==> src/rtl/ao311_vector_driver.sv <==
// Exhaustive stimulus driver and checker for an ao311 cell: walks a..e through all
// 32 vectors, samples z after a settle delay and tallies mismatches against the golden function.
module ao311_vector_driver #(
  parameter int unsigned SETTLE = 2
) (
  input  logic       clk,
  input  logic       rst,
  input  logic       start,
  input  logic       z_in,
  output logic       a,
  output logic       b,
  output logic       c,
  output logic       d,
  output logic       e,
  output logic       busy,
  output logic       done,
  output logic       pass,
  output logic [5:0] err_cnt,
  output logic       fail_seen,
  output logic [4:0] first_fail
);

  // state | meaning
  // IDLE  | out of reset, waiting for start
  // WAIT  | vector driven, settle timer counting down
  // CHECK | sample z_in and compare against golden value
  // DONE  | run complete, results held until start or rst
  typedef enum logic [1:0] {IDLE, WAIT, CHECK, DONE} state_t;

  localparam logic [3:0] SETTLE_M1 = 4'(SETTLE - 1);

  state_t     state_q, state_d;
  logic [4:0] vec_q, vec_d;
  logic [3:0] wait_cnt_q, wait_cnt_d;
  logic       busy_q, busy_d;
  logic       done_q, done_d;
  logic       pass_q, pass_d;
  logic [5:0] err_cnt_q, err_cnt_d;
  logic       fail_seen_q, fail_seen_d;
  logic [4:0] first_fail_q, first_fail_d;

  logic       golden;
  logic       mismatch;
  logic [5:0] err_next;

  assign golden   = (vec_q[4] & vec_q[3] & vec_q[2]) | vec_q[1] | vec_q[0];
  assign mismatch = (z_in != golden);
  assign err_next = err_cnt_q + {5'd0, mismatch};

  always_comb begin
    state_d      = state_q;
    vec_d        = vec_q;
    wait_cnt_d   = wait_cnt_q;
    busy_d       = busy_q;
    done_d       = done_q;
    pass_d       = pass_q;
    err_cnt_d    = err_cnt_q;
    fail_seen_d  = fail_seen_q;
    first_fail_d = first_fail_q;

    case (state_q)
      IDLE, DONE: begin
        if (start) begin
          vec_d        = 5'd0;
          err_cnt_d    = 6'd0;
          fail_seen_d  = 1'b0;
          first_fail_d = 5'd0;
          done_d       = 1'b0;
          pass_d       = 1'b0;
          busy_d       = 1'b1;
          wait_cnt_d   = SETTLE_M1;
          state_d      = WAIT;
        end
      end

      WAIT: begin
        if (wait_cnt_q == 4'd0) state_d = CHECK;
        else                    wait_cnt_d = wait_cnt_q - 4'd1;
      end

      CHECK: begin
        err_cnt_d = err_next;
        if (mismatch && !fail_seen_q) begin
          first_fail_d = vec_q;
          fail_seen_d  = 1'b1;
        end
        if (vec_q == 5'd31) begin
          state_d = DONE;
          busy_d  = 1'b0;
          done_d  = 1'b1;
          // pass must reflect the compare made in this very cycle
          pass_d  = (err_next == 6'd0);
        end else begin
          vec_d      = vec_q + 5'd1;
          wait_cnt_d = SETTLE_M1;
          state_d    = WAIT;
        end
      end

      default: state_d = IDLE;
    endcase
  end

  always_ff @(posedge clk or posedge rst) begin
    if (rst) begin
      state_q      <= IDLE;
      vec_q        <= 5'd0;
      wait_cnt_q   <= 4'd0;
      busy_q       <= 1'b0;
      done_q       <= 1'b0;
      pass_q       <= 1'b0;
      err_cnt_q    <= 6'd0;
      fail_seen_q  <= 1'b0;
      first_fail_q <= 5'd0;
    end else begin
      state_q      <= state_d;
      vec_q        <= vec_d;
      wait_cnt_q   <= wait_cnt_d;
      busy_q       <= busy_d;
      done_q       <= done_d;
      pass_q       <= pass_d;
      err_cnt_q    <= err_cnt_d;
      fail_seen_q  <= fail_seen_d;
      first_fail_q <= first_fail_d;
    end
  end

  assign a          = vec_q[4];
  assign b          = vec_q[3];
  assign c          = vec_q[2];
  assign d          = vec_q[1];
  assign e          = vec_q[0];
  assign busy       = busy_q;
  assign done       = done_q;
  assign pass       = pass_q;
  assign err_cnt    = err_cnt_q;
  assign fail_seen  = fail_seen_q;
  assign first_fail = first_fail_q;

endmodule

==> config.mk <==
export PLATFORM = sky130hd
export DESIGN_NAME = ao311_vector_driver
export DESIGN_NICKNAME = d
export VERILOG_FILES = /design/src/rtl/ao311_vector_driver.sv
export SDC_FILE = /design/constraint.sdc
export NUM_CORES = 1
export LEC_CHECK = 0
export BUFFER_PORTS_ARGS = -buffer_cell sky130_fd_sc_hd__buf_2
export CAP_MARGIN = 20
export CORE_MARGIN = 2
export CORE_UTILIZATION = 35
export CTS_BUF_LIST = sky130_fd_sc_hd__clkbuf_16
export DETAILED_ROUTE_END_ITERATION = 10
export MAX_ROUTING_LAYER = met4
export PLACE_DENSITY = 0.6
export SKIP_CTS_REPAIR_TIMING = 1
export SLEW_MARGIN = 25
export SYNTH_ARGS = -nofsm -noshare
export SYNTH_HDL_FRONTEND = slang
export SYNTH_SLANG_ARGS = --single-unit
==> constraint.sdc <==
create_clock -name clk -period 2.1 [get_ports clk]
set_input_delay 0.105 -clock clk [delete_from_list [all_inputs] [get_ports clk]]
set_output_delay 0.105 -clock clk [all_outputs]
set_load 0.05 [all_outputs]
==> results of run 1 <==
[cell families after synthesis]
logic type / Yosys count / synth area share (%)
AO/OA/AOI/OAI: 45 / 20.8
adder cells (fa/ha/maj): 9 / 7.53
flip-flops: 26 / 43.5
AND/OR/NAND/NOR: 47 / 17.0
XOR/XNOR: 1 / 1.09
multiplexers: 8 / 5.44
buffers and inverters: 17 / 4.60
[power by group through the flow]
stage                     logic, W  clock network (W)  registers, W
after global placement    0.000954                  0      0.000651
after global routing       0.00113           0.000586      0.000662
after detailed placement  0.000998                  0      0.000657
after floorplan           0.000649                  0      0.000725
final                      0.00102           0.000558      0.000650
after CTS                  0.00100           0.000570      0.000647
[critical path, delay by kind of cell (launching register included)]
kind | cells | cell delay (ns)
adder cells (fa/ha/maj) | 1 | 0.22
AO/OA/AOI/OAI | 5 | 1.12
XOR/XNOR | 1 | 0.13
flip-flops | 1 | 0.44
[per-layer routing]
metal / global-route usage (%) / part of all wire (%) / up-vias
met5: - / 0 / -
met3: 3.63 / 3.6 / 2
li1: - / - / 627
met4: 2.61 / 0.40 / 0
met1: 20.2 / 45 / 621
met2: 26.0 / 50 / 26
[Yosys cell counts (2+ instances only)]
library cell / count
a22o_1: 8
o22ai_1: 2
a21o_1: 3
nand2_1: 21
buf_2: 4
inv_1: 11
nor4_1: 2
a21oi_1: 9
o31ai_1: 2
nand3_1: 3
dfrtp_1: 26
a32o_1: 2
nor3_1: 3
ha_1: 9
mux2i_1: 7
nor2_1: 5
clkbuf_1: 2
o21ai_0: 11
nand4_1: 3
[final cells by class]
type                            instances  share of cell area (%)
Clock buffer                            3                    3.96
Clock inverter                          1                    1.58
Inverter                               11                    2.18
Multi-Input combinational cell        110                    43.0
Sequential cell                        26                    34.6
Tap cell                               50                    3.30
Timing Repair Buffer                   36                    11.3
[through the flow]
| step | total power [W] | setup slack [ns] | hold WS, ns |
|---|---|---|---|
| floorplan | 0.00137 | -0.0163 | 0.145 |
| global placement | 0.00160 | 0.110 | 0.185 |
| detailed placement | 0.00165 | -0.00284 | 0.204 |
| finish | 0.00222 | 0.0754 | 0.193 |
| global route | 0.00237 | -0.0461 | 0.263 |
| CTS | 0.00222 | -0.0878 | -0.0850 |
[final timing paths]
| kind | endpoint | slack, ns | cells after the start |
|---|---|---|---|
| max in group asynchronous | err_cnt[4] | 1.06 | 4 |
| setup reg to reg | pass | 0.08 | 7 |
| hold / removal | busy | 0.19 | 3 |
| setup / recovery | pass | 0.08 | 7 |
| hold reg to reg | busy | 0.52 | 2 |
| min in group asynchronous | first_fail[2] | 0.44 | 3 |
[flip-flops by register name, indices dropped and copies added, names as in the netlist]
name / cells
err_cnt: 6
first_fail: 5
vec_q: 5
wait_cnt_q: 4
state_q: 2
busy: 1
done: 1
fail_seen: 1
pass: 1
==> summary.md, run 1 <==
| Metric | Value |
|---|---|
| Seq pwr share | 29.2% |
| IO Port Bufs | 23 |
| Gr ovfl total | 0 |
| Nets@finish | 201 |
| Worst endpoint data arrival time | 2.18 ns |
| Post-synth EDFFs | 0 |
| Syn Inst Count | 153 |
| Setup crit start | vec_q[3] |
| Top cells by area, synth | dfrtp_1, ha_1, nand2_1 |
| DIE WIDTH | 69.4 um |
| Initial antenna violation count | 0 |
| Total nets after synthesis | 166 |
| Share of cells above drive strength 1 | 31.6% |
| Worst hold path type | input pin to register |
| Starting Density | 36.8% |
| Worst r2r src | vec_q[3] |
| Synthesized area | 1500 um2 |
| Slew Limit Headroom | 61.6% |
| Slew of the pin with the lowest slew margin | 0.576 ns |
| Final Hold Fails | 0 |
| Slew Limit Fails | 0 |
| CTS H-Tree Depth | 1 |
| Area of the multi-input gates | 817 um2 |
| Area growth from synthesis to layout | 26.9% |
| Maximum VDD drop | 757 uV |
| Synthesized flop and latch total | 26 |
| CP max FO | 4 |
| CP Capture Type | register |
| Ys async rst share | 100% |
| Final std cells w/o fill | 237 |
| Unique masters post-synth | 39 |
| Fill count | 368 |
| Sw Ratio | 39.9% |
| Die area | 4810 um2 |
| Worst Path Required | 2.25 ns |
| 1st-pass router iterations | 4 |
| Skew-Pair Late Insertion Delay | 0.26 ns |
| Clock power frac | 25.1% |
| Sw Pwr | 0.000886 W |
| CTS Buffer Depth | 2 |
| Synth warn | 0 |
| HPWL after DPL | 2.67 mm |
| Placed Instances | 231 |
| Worst Skew | 0.00454 ns |
| CTS tree | yes |
| Total CTS buffers | 3 |
| Max cap viols | 0 |
| CTS Sinks | 26 |
| Max Freq | 494 MHz |
| RSZ-0062 raised after global routing | true |
| Yosys top cell area share | 43.5% |
| # DRC | 0 |
| Setup crit start kind | register |
| Setup tns final | 0 ns |
| Core area | 4060 um2 |
| DRT Wirelength | 3.54 mm |
| Final instance area | 1900 um2 |
| Cell taking the most area after synthesis | dfrtp_1 |
| Slowest stage delay, CP | 0.44 ns |
| Clock transition at path regs | 0.07 ns |
| Vias | 1276 |
| Final ANT Viol Nets | 0 |
| Wire per inst | 14.9 um |
| Finish-stage setup viols | 0 |
| First-pass GRT wire length | 6.03 mm |
| Number of diodes | 0 |
| Pin count of the biggest net entering global routing | 16 |
| Die height | 69.4 um |
| Initial DRC Count | 41 |
| Int Pwr | 0.00134 W |
| Vias in the first global route | 1261 |
| Total track usage | 15.8% |
| Critical path's slowest cell | dfrtp_2 |
| Worst path cell trace | a311oi_4 > xnor2_2 > ha_2 > a211o_1 > o21ai_1 > a31oi_1 > o41ai_2 |
| Setup CP Type | register to register |
| Worst Hold Launch | start |
| CTS root buf | clkbuf_16 |
| GPL Wtd Cong | 0.887 |
| Final period util | 96.4% |
| Tmin final | 2.02 ns |
| Seq/Total Area, Yosys | 43.5% |
| # IOs | 24 |
| # rows | 23 |
| Via density | 5.38 |
| Register Area | 657 um2 |
| Commonest non-fill, non-tap cell in the layout | buf_2 |
| Most frequent cells in the layout | buf_2, nand2_1, dfrtp_1 |
| Final Util | 46.8% |
| Status | finished clean |
| LEAKAGE | 0.969 nW |
| Gate power share | 45.7% |
| Top_reg_cell synth | dfrtp_1 |
| Average size of a mapped cell | 9.77 um2 |
| PwrDens | 1170 nW/um2 |
| Post-place instance area | 1740 um2 |
Power figures use the tool's default switching activity.
==> run 2: changes to the inputs <==
--- a/config.mk
+++ b/config.mk
@@ -12,7 +12,7 @@
 export CTS_BUF_LIST = sky130_fd_sc_hd__clkbuf_16
 export DETAILED_ROUTE_END_ITERATION = 10
 export MAX_ROUTING_LAYER = met4
-export PLACE_DENSITY = 0.6
+export PLACE_DENSITY = 0.58
 export SKIP_CTS_REPAIR_TIMING = 1
 export SLEW_MARGIN = 25
 export SYNTH_ARGS = -nofsm -noshare
==> constraint.sdc (replaced) <==
create_clock -name clk -period 2.2 [get_ports clk]
set_input_delay 0.44 -clock clk [delete_from_list [all_inputs] [get_ports clk]]
set_output_delay 0.44 -clock clk [all_outputs]
set_load 0.05 [all_outputs]
==> run 2 against run 1 <==
Final cell count down 2.1%. Clock skew down 0.0026 ns. First-iteration DRC count up 15%. Sequential share of layout area up 1.1 points. Non-clock buffer count down 5. Largest cell class unchanged. Largest power group unchanged.
==> summary.md, run 2 (synthesis gave the netlist of run 1 again) <==
| Metric | Value |
|---|---|
| Vias in the first global route | 1166 |
| # IOs | 24 |
| PwrDens | 1090 nW/um2 |
| Nets@finish | 196 |
| Slowest stage delay, CP | 0.47 ns |
| Clock transition at path regs | 0.06 ns |
| Wire per inst | 14.1 um |
| Max Freq | 477 MHz |
| CP max FO | 8 |
| Worst hold path type | input pin to async pin |
| Hold WS | 0.229 ns |
| Pin count of the biggest net entering global routing | 27 |
| Setup CP Type | register to register |
| CTS Buffer Depth | 2 |
| LEAKAGE | 0.933 nW |
| CP Capture Type | register |
| Final ANT Viol Nets | 0 |
| Slew of the pin with the lowest slew margin | 0.380 ns |
| Initial antenna violation count | 0 |
| CTS root buf | clkbuf_16 |
| Core area | 4060 um2 |
| 1st-pass router iterations | 4 |
| DRT Wirelength | 3.27 mm |
| Total track usage | 14.6% |
| CTS tree | yes |
| Total CTS buffers | 3 |
| Initial DRC Count | 47 |
| Max cap viols | 0 |
| Maximum VDD drop | 540 uV |
| IO Port Bufs | 23 |
| HPWL after DPL | 2.42 mm |
| Gr ovfl total | 0 |
| Most frequent cells in the layout | dfrtp_1, buf_2, nand2_1 |
| Skew-Pair Late Insertion Delay | 0.26 ns |
| Final period util | 95.3% |
| Via density | 5.31 |
| # rows | 23 |
| GPL Wtd Cong | 0.814 |
| Worst path cell trace | a311oi_4 > xnor2_2 > ha_2 > nand3_1 > o21a_1 > o41ai_2 |
| Slew Limit Fails | 0 |
| First-pass GRT wire length | 5.53 mm |
| Status | finished clean |
| Tmin final | 2.10 ns |
| Worst endpoint data arrival time | 2.26 ns |
| Share of cells above drive strength 1 | 28.6% |
| Largest register FFs | 6 |
| Area growth from synthesis to layout | 22.7% |
| Worst Skew | 0.00197 ns |
| CP Buf/Inv Count | 0 |
| Fill count | 388 |
| Die height | 69.4 um |
| Starting Density | 36.8% |
| Finish-stage setup viols | 0 |
| Die area | 4810 um2 |
| CTS Sinks | 26 |
| CTS H-Tree Depth | 1 |
| Critical path's slowest cell | dfrtp_2 |
| Setup tns final | 0 ns |
| RSZ-0062 raised after global routing | false |
| DIE WIDTH | 69.4 um |
| Final Hold Fails | 0 |
| # DRC | 0 |
| Slew Limit Headroom | 74.4% |
| CP delay by family, top | compound AO/OA/AOI/OAI gates |
| Number of diodes | 0 |
| Worst Path Required | 2.36 ns |
| Vias | 1232 |
| Setup crit start kind | register |
==> run 2: cell count changes in the layout (fill, tap and decap cells not counted), sizes merged <==
cell	delta
clkinv	+1
bufinv	-1
buf	-4
dlygate4sd3	-1
==> run 2: worst reg2reg max path, cell delays in order, from the launching register on <==
cell	delay (ns)
dfrtp_2	0.47
a311oi_4	0.36
xnor2_2	0.17
ha_2	0.25
nand3_1	0.18
o21a_1	0.26
o41ai_2	0.31
==> run 2: layout make-up <==
type	count	area [um2]	share of cell area (%)
multi-input combinational	110	822	44.8
sequential	26	654	35.7
timing repair buffer	31	175	9.55
clock buffer	3	75.1	4.09
tap	50	62.6	3.41
inverter	11	41.3	2.25
clock inverter	1	3.75	0.205
==> run 2: worst paths after layout <==
kind                       startpoint             to  slack, ns  depth (start not counted)
setup reg to reg             vec_q[2]           pass       0.10                          6
hold / removal                    rst  first_fail[2]       0.23                          3
max in group asynchronous         rst       vec_q[4]       1.70                          3
setup / recovery             vec_q[2]           pass       0.10                          6
hold reg to reg                  busy           busy       0.51                          2
min in group clk                 busy           busy       0.51                          2
==> run 2: routing by layer <==
metal	GRT usage (%)	vias up	wire length [um]
met3	3.63	5	123
met4	4.79	0	43
met5	-	-	0
met1	19.7	580	1630
li1	-	620	-
met2	21.5	27	1480
==> run 2: report_power, final <==
part	internal [W]	switching, W	total [W]
clock network	0.000243	0.000159	0.000402
logic	0.000379	0.000589	0.000969
registers	0.000549	0.0000714	0.000620
total	0.00117	0.000819	0.00199
==> run 2: stage by stage <==
| step | utilization (%) | setup WS, ns | cells | instance area, um2 | total power, W |
|---|---|---|---|---|---|
| floorplan | - | 0.000641 | 153 | 1500 | 0.00131 |
| global placement | 41.8 | 0.190 | 226 | 1690 | 0.00153 |
| detailed placement | 41.8 | 0.0850 | 226 | 1690 | 0.00156 |
| CTS | 43.7 | 0.0873 | 230 | 1770 | 0.00196 |
| global route | 45.2 | 0.00816 | 232 | 1830 | 0.00214 |
| finish | 45.2 | 0.104 | 232 | 1830 | 0.00199 |
==> run 3: changes to the inputs <==
--- a/config.mk
+++ b/config.mk
@@ -7,12 +7,14 @@
 export LEC_CHECK = 0
 export BUFFER_PORTS_ARGS = -buffer_cell sky130_fd_sc_hd__buf_2
 export CAP_MARGIN = 20
+export CELL_PAD_IN_SITES_DETAIL_PLACEMENT = 0
+export CELL_PAD_IN_SITES_GLOBAL_PLACEMENT = 1
 export CORE_MARGIN = 2
 export CORE_UTILIZATION = 35
 export CTS_BUF_LIST = sky130_fd_sc_hd__clkbuf_16
 export DETAILED_ROUTE_END_ITERATION = 10
 export MAX_ROUTING_LAYER = met4
-export PLACE_DENSITY = 0.58
+export PLACE_DENSITY = 0.7
 export SKIP_CTS_REPAIR_TIMING = 1
 export SLEW_MARGIN = 25
 export SYNTH_ARGS = -nofsm -noshare
==> run 3 against run 2 <==
Power fell by 3.2%. Die area did not move. Global-route usage is 0.41 points higher. Critical path depth up 1. Sequential power hardly changed. Final area fell by 1.7%. Non-clock buffer count shrank 2. Flip-flop and latch count unchanged. Core utilization is 0.77 points lower. Critical path type unchanged. Largest power group unchanged. Highest routed layer unchanged.
==> summary.md, run 3 (synthesis gave the netlist of run 1 again) <==
| Metric | Value |
|---|---|
| Starting Density | 36.8% |
| Setup crit start kind | register |
| Via density | 5.43 |
| Worst endpoint data arrival time | 2.28 ns |
| Max cap viols | 0 |
| Final period util | 96.8% |
| Setup tns final | 0 ns |
| RSZ-0062 raised after global routing | true |
| 1st-pass router iterations | 4 |
| Setup CP Type | register to register |
| # rows | 23 |
| Initial antenna violation count | 0 |
| Area growth from synthesis to layout | 20.6% |
| Pin count of the biggest net entering global routing | 15 |
| CP max FO | 7 |
| Slew of the pin with the lowest slew margin | 0.385 ns |
| CTS H-Tree Depth | 1 |
| Wire per inst | 14.4 um |
| Most frequent cells in the layout | dfrtp_1, buf_2, nand2_1 |
| CTS tree | yes |
| Total CTS buffers | 3 |
| Largest register FFs | 6 |
| Gr ovfl total | 0 |
| Maximum VDD drop | 515 uV |
| Vias in the first global route | 1165 |
| Core area | 4060 um2 |
| Worst Path Required | 2.35 ns |
| # DRC | 0 |
| Die height | 69.4 um |
| Total track usage | 15.0% |
| Finish-stage setup viols | 0 |
| CTS root buf | clkbuf_16 |
| Clock transition at path regs | 0.06 ns |
| GPL Wtd Cong | 0.776 |
| Die area | 4810 um2 |
| Final ANT Viol Nets | 0 |
| First-pass GRT wire length | 5.72 mm |
| Final setup margin | 0.0713 ns |
| Post-place setup slack | 0.0284 ns |
| Status | finished clean |
| DIE WIDTH | 69.4 um |
| CP Capture Type | register |
| CTS Sinks | 26 |
| Slew Limit Headroom | 74.3% |
| PwrDens | 1070 nW/um2 |
| Skew-Pair Late Insertion Delay | 0.26 ns |
| DRT Wirelength | 3.32 mm |
| Nets@finish | 194 |
| Vias | 1249 |
| LEAKAGE | 0.923 nW |
| Worst hold path type | input pin to async pin |
| Initial DRC Count | 26 |
| IO Port Bufs | 23 |
| Tmin final | 2.13 ns |
| CTS Buffer Depth | 2 |
| Worst Skew | 0.00228 ns |
| Final Hold Fails | 0 |
| HPWL after DPL | 2.49 mm |
| Max Freq | 470 MHz |
| # IOs | 24 |
| Slew Limit Fails | 0 |
| Number of diodes | 0 |
| Share of cells above drive strength 1 | 26.7% |
[run 3: changes by cell type in the layout (fill, tap and decap cells not counted), sizes merged]
| cell | before | now |
|---|---|---|
| buf | 31 | 29 |
[run 3: critical path, stage by stage, from the launching register on]
cell and delay, ns:
dfrtp_2 0.46, a311oi_4 0.33, xnor2_2 0.20, ha_2 0.27, ha_1 0.26, nand3_1 0.12
a21o_1 0.20, a22o_1 0.17
[run 3: layout make-up]
cell class              instances  area, um2
clock buffers                   3       75.1
clock inverters                 1       3.75
fillers                       393       2250
inverters                      11       41.3
multi-input cells             110        806
flip-flops and latches         26        654
well taps                      50       62.6
repair buffers                 29        160
[run 3: routing by layer]
metal	up-vias	GRT usage, %	wire length, um
met5	-	-	0
met4	0	4.58	34
met3	4	2.62	79
met2	16	23.0	1540
met1	616	20.3	1670
li1	613	-	-
[run 3: through the flow]
step / instance area [um2] / power (W) / hold slack, ns / instances / utilization (%)
floorplan: 1500 / 0.00131 / 0.480 / 153 / -
global placement: 1690 / 0.00151 / 0.469 / 226 / 41.8
detailed placement: 1690 / 0.00152 / 0.469 / 226 / 41.8
CTS: 1770 / 0.00194 / 0.195 / 230 / 43.7
global route: 1800 / 0.00207 / 0.215 / 230 / 44.4
finish: 1800 / 0.00193 / 0.190 / 230 / 44.4
[run 3: path summary, 6_finish.rpt]
kind / endpoint / slack [ns] / cells past startpoint / from
max in group asynchronous: vec_q[4] / 1.83 / 3 / rst
worst max register to register: err_cnt[4] / 0.07 / 7 / vec_q[1]
min in group clk: done / 0.52 / 2 / done
worst min register to register: done / 0.52 / 2 / done
worst min-delay path: wait_cnt_q[0] / 0.19 / 3 / rst
worst max-delay path: err_cnt[4] / 0.07 / 7 / vec_q[1]
[run 3: report_power, final]
| part | switching (W) | internal [W] | leakage, nW |
|---|---|---|---|
| Clock | 0.000162 | 0.000243 | 0.0385 |
| Combinational | 0.000577 | 0.000325 | 0.540 |
| Sequential | 0.0000697 | 0.000549 | 0.345 |
| Total | 0.000810 | 0.00112 | 0.923 |
